File: src/rtl/alu_bit_slice_core_pkg.sv
// Shared constants and types for the 64-bit bit-slice ALU.
package alu_bit_slice_core_pkg;

    localparam int unsigned DATA_W = 64;
    localparam int unsigned OP_W   = 3;

    typedef enum logic [OP_W-1:0] {
        OP_PASSB = 3'b000,
        OP_ADD   = 3'b010,
        OP_SUB   = 3'b011,
        OP_AND   = 3'b100,
        OP_OR    = 3'b101,
        OP_XOR   = 3'b110
    } alu_op_e;

    typedef struct packed {
        logic negative;
        logic zero;
        logic overflow;
        logic carry_out;
    } alu_flags_t;

    localparam alu_flags_t FLAGS_RST = '{negative: 1'b0, zero: 1'b1, overflow: 1'b0, carry_out: 1'b0};

endpackage

File: src/rtl/alu_bit_slice_core_cell.sv
// One-bit ALU slice: logic ops plus separate add and subtract (A + ~B) full adders.
module alu_bit_cell (
    input  logic a_i,
    input  logic b_i,
    input  logic cin_add_i,
    input  logic cin_sub_i,
    output logic and_o,
    output logic or_o,
    output logic xor_o,
    output logic sum_add_o,
    output logic sum_sub_o,
    output logic cout_add_o,
    output logic cout_sub_o
);

    logic b_inv;

    assign b_inv      = ~b_i;
    assign and_o      = a_i & b_i;
    assign or_o       = a_i | b_i;
    assign xor_o      = a_i ^ b_i;
    assign sum_add_o  = a_i ^ b_i ^ cin_add_i;
    assign cout_add_o = (a_i & b_i) | (cin_add_i & (a_i ^ b_i));
    assign sum_sub_o  = a_i ^ b_inv ^ cin_sub_i;
    assign cout_sub_o = (a_i & b_inv) | (cin_sub_i & (a_i ^ b_inv));

endmodule

File: src/rtl/alu_bit_slice_core.sv
// 64-bit ALU built from a chain of one-bit cells; result and flags registered (latency 1).
module alu_bit_slice_core
    import alu_bit_slice_core_pkg::*;
(
    input  logic              clk,
    input  logic              reset,
    input  logic [DATA_W-1:0] A,
    input  logic [DATA_W-1:0] B,
    input  logic [OP_W-1:0]   cntrl,
    output logic [DATA_W-1:0] result,
    output logic              negative,
    output logic              zero,
    output logic              overflow,
    output logic              carry_out
);

    logic [DATA_W-1:0] and_c;
    logic [DATA_W-1:0] or_c;
    logic [DATA_W-1:0] xor_c;
    logic [DATA_W-1:0] sum_add_c;
    logic [DATA_W-1:0] sum_sub_c;
    logic [DATA_W-1:0] cout_add_c;
    logic [DATA_W-1:0] cout_sub_c;

    logic [DATA_W-1:0] result_d, result_q;
    alu_flags_t        flags_d, flags_q;

    // Ripple chains: ADD starts with carry 0, SUB with carry 1 (A + ~B + 1).
    for (genvar i = 0; i < DATA_W; i++) begin : g_slice
        logic cin_add;
        logic cin_sub;
        if (i == 0) begin : g_lsb
            assign cin_add = 1'b0;
            assign cin_sub = 1'b1;
        end else begin : g_chain
            assign cin_add = cout_add_c[i-1];
            assign cin_sub = cout_sub_c[i-1];
        end

        alu_bit_cell u_cell (
            .a_i        (A[i]),
            .b_i        (B[i]),
            .cin_add_i  (cin_add),
            .cin_sub_i  (cin_sub),
            .and_o      (and_c[i]),
            .or_o       (or_c[i]),
            .xor_o      (xor_c[i]),
            .sum_add_o  (sum_add_c[i]),
            .sum_sub_o  (sum_sub_c[i]),
            .cout_add_o (cout_add_c[i]),
            .cout_sub_o (cout_sub_c[i])
        );
    end

    // Result select, zero detect and chain-select for carry/overflow.
    always_comb begin
        result_d = '0;
        flags_d  = FLAGS_RST;

        case (alu_op_e'(cntrl))
            OP_PASSB: result_d = B;
            OP_ADD:   result_d = sum_add_c;
            OP_SUB:   result_d = sum_sub_c;
            OP_AND:   result_d = and_c;
            OP_OR:    result_d = or_c;
            OP_XOR:   result_d = xor_c;
            default:  result_d = '0;
        endcase

        flags_d.negative = result_d[DATA_W-1];
        flags_d.zero     = ~(|result_d);
        if (cntrl[0]) begin
            flags_d.carry_out = cout_sub_c[DATA_W-1];
            flags_d.overflow  = cout_sub_c[DATA_W-1] ^ cout_sub_c[DATA_W-2];
        end else begin
            flags_d.carry_out = cout_add_c[DATA_W-1];
            flags_d.overflow  = cout_add_c[DATA_W-1] ^ cout_add_c[DATA_W-2];
        end
    end

    always_ff @(posedge clk) begin
        if (reset) begin
            result_q <= '0;
            flags_q  <= FLAGS_RST;
        end else begin
            result_q <= result_d;
            flags_q  <= flags_d;
        end
    end

    assign result    = result_q;
    assign negative  = flags_q.negative;
    assign zero      = flags_q.zero;
    assign overflow  = flags_q.overflow;
    assign carry_out = flags_q.carry_out;

endmodule

File: config.mk
export PLATFORM = sky130hd
export DESIGN_NAME = alu_bit_slice_core
export DESIGN_NICKNAME = d
export VERILOG_FILES = /design/src/rtl/alu_bit_slice_core_pkg.sv /design/src/rtl/alu_bit_slice_core_cell.sv /design/src/rtl/alu_bit_slice_core.sv
export SDC_FILE = /design/constraint.sdc
export NUM_CORES = 1
export LEC_CHECK = 0
export BUFFER_PORTS_ARGS = -buffer_cell sky130_fd_sc_hd__buf_2
export CORE_MARGIN = 2
export CORE_UTILIZATION = 40
export CTS_CLUSTER_DIAMETER = 60
export DETAILED_ROUTE_END_ITERATION = 10
export SETUP_SLACK_MARGIN = 0.5
export SLEW_MARGIN = 5
export SYNTH_ARGS = -nofsm -noshare
export SYNTH_HDL_FRONTEND = slang
export SYNTH_SLANG_ARGS = --single-unit
File: constraint.sdc
create_clock -name clk -period 42.8 [get_ports clk]
set_input_delay 12.84 -clock clk [delete_from_list [all_inputs] [get_ports clk]]
set_output_delay 12.84 -clock clk [all_outputs]
set_load 0.01 [all_outputs]
==> results.md <==
* CTS buffer count at 9
* Post-DP HPWL at 23200 µm
* Critical Path End Type: flip-flop
* Total chip power at 254 µW
* Post-CTS Resized at 0
* Data required, critical path at 43.03 ns
* Post-layout net count at 1611
* Final WL at 29900 µm
* Number of setup buffers added after CTS at 0
* Worst-Margin Slew at 1.17 ns
* Placeable Area at 23500 µm²
* Crit path buffers/inverters at 7
* Hold Fails Final Rpt at 0
* Post-synth top cells: inv_1, ha_1, fa_1
* Routability cong. at 0.891
* Via count at 8263
* Yosys cell types at 57
* Tcrit/Tclk final at 0.901
* Setup WS post-layout at 4.24 ns
* IO Port Bufs at 200
* First-pass GRT wire length at 47600 µm
* Layout cells sized above 1 at 0.197
* DRT iter0 DRCs at 583
* Endpoints failing setup at 0
* Fmax at 0.0259 GHz
* Pins Over Slew Limit at 0
* DP Worst Slack at 3.94 ns
* Clock transition at path regs at 0.05 ns
* Total grt overflow at 0
* Area share of the largest cell type after synthesis at 0.263
* Minimum clock period after layout at 38.56 ns
* Synth top area cells: fa_1, ha_1, dfxtp_1
* Sw Share at 0.401
* Synth area leader: fa_1
* Max FO, Critical Path at 2
* Fin Setup TNS at 0 ns
* Synth warn at 0
* I/O Pins at 201
* Comb pwr share at 0.449
* Worst Path Class, Setup: input pin to flip-flop
* Worst EP arrival at 38.79 ns
* DRC errors left at 0
* Pleak at 0.00543 µW
* Drt first pass iters at 5
* Clock group share of total power at 0.279
* Sequential power share at 0.272
* Vias in the first global route at 8350
* Die width at 159 µm
* CP most frequent cell: fa_1
* Largest net degree at the start of global routing at 70
* CTS tree: yes
* RSZ-0062 raised after global routing: false
* Main flop type after synthesis: dfxtp_1
* Async S/R FF share, synth at 0
* Clock sinks at 67
* Worst path top cell family by delay: adder cells
* Final ANT Viol Nets at 0
* Area Growth Syn to Fin at 14.8%
* Hold_ws at 12.92 ns
* Outcome: finished clean
* Yosys reg bits at 67
* Seq/Total Area, Yosys at 0.140
* Startpoint Class: input pin
* Detailed-route vias per instance at 5.33
* CTS Hold Buffers Added at 0
* GRT Total Usage at 0.242
* Post-Synthesis Cell Area at 9610 µm²
* Max Buffers Root-to-Sink at 2
* Hold crit path type: input pin to flip-flop
* WL/cell at 19.3 µm
* Htree depth at 3
* Sw power at 102 µW
* Post-synth EDFFs at 0
* Rows at 56
* Average size of a mapped cell at 9.01 µm²
* Max-Cap Viols at 0
* CP max-delay cell: fa_1
* Post-Syn Nets at 1454
* Pwr dens at 23.1 nW/µm²
* Maximum vdd drop at 15.0 µV
* Most numerous cell in the Yosys netlist: inv_1
* Worst path max stage delay at 0.47 ns
* Starting Density at 0.408
* Die area at 25300 µm²
* Clock root buffer: clkbuf_16
* Die height at 159 µm
* Worst slew margin at 0.220
* Initial antenna violation count at 4
* Post-Syn Instances at 1066
* P_int at 153 µW
-- kinds of logic (layout without fill, tap and decap cells) --
kind of cell             after synthesis  count (layout)  synth area share
AND/OR/NAND/NOR                      236             236             0.112
AO/OA/AOI/OAI                        249             249             0.171
multiplexers                          42              42            0.0490
flip-flops                            67              67             0.140
XOR/XNOR                               2               2           0.00182
other                                  0               3                 0
buffers and inverters                215             376            0.0956
adder cells (fa/ha/maj)              255             255             0.431
-- flip-flops by register name, indices dropped and copies added (netlist names) --
signal	flops
result	64
carry_out	1
overflow	1
zero	1
-- layout make-up --
cell class	count	area (µm²)
fillers	2334	12500
multi-input cells	784	7350
diodes	3	7.51
well taps	319	399
clock inverters	5	31.3
repair buffers	215	1120
flip-flops and latches	67	1340
clock buffers	10	229
inverters	146	548
-- layout by cell type, fill, tap and decap left out, types with 12 or more instances in the layout --
master,Yosys,final
buf_4,10,17
a22oi_1,12,12
o221ai_1,15,15
dfxtp_1,67,67
nor2b_1,21,19
fa_1,126,126
inv_1,144,144
mux2i_1,38,38
a221oi_1,12,12
ha_1,129,129
o22ai_1,32,32
nand2_1,57,57
o21ai_0,71,71
buf_2,29,198
a21oi_1,44,44
nor2_1,102,102
nand2b_1,16,16
a211oi_1,14,14
-- path summary, 6_finish.rpt --
kind,from,to,slack [ns],cells after the start
worst max-delay path,A[0],zero$_SDFF_PP1_,4.24,77
worst min-delay path,B[63],result[63]$_SDFF_PP0_,12.92,5
-- tightest hold or removal path, cell delays in order --
cell and delay [ns]:
buf_2 0.10, nand2_1 0.04, o21ai_0 0.07, a21oi_1 0.08, nor2_1 0.08
-- power by group through the flow --
stage / Sequential [µW] / Clock, µW / Combinational, µW
4_1_cts: 69.4 / 72.4 / 114
2_1_floorplan: 73.7 / 0 / 69.8
5_1_grt: 69.9 / 74.2 / 130
3_5_place_dp: 70.8 / 0 / 113
3_3_place_gp: 70.7 / 0 / 112
6_report: 69.3 / 70.9 / 114
-- per-layer routing --
layer	up-vias	wire (µm)	track usage
li1	3923	-	-
met3	33	2400	0.0503
met5	-	13	0
met2	354	13300	0.375
met1	3951	13800	0.346
met4	2	444	0.0624
-- per-stage QoR --
step,area (µm²),cells,utilization
2_1_floorplan,9610,1066,-
3_3_place_gp,10800,1531,0.457
3_5_place_dp,10800,1531,0.457
4_1_cts,11000,1546,0.468
5_1_grt,11000,1548,0.468
6_report,11000,1549,0.468
(Power assumes the default switching activity.)
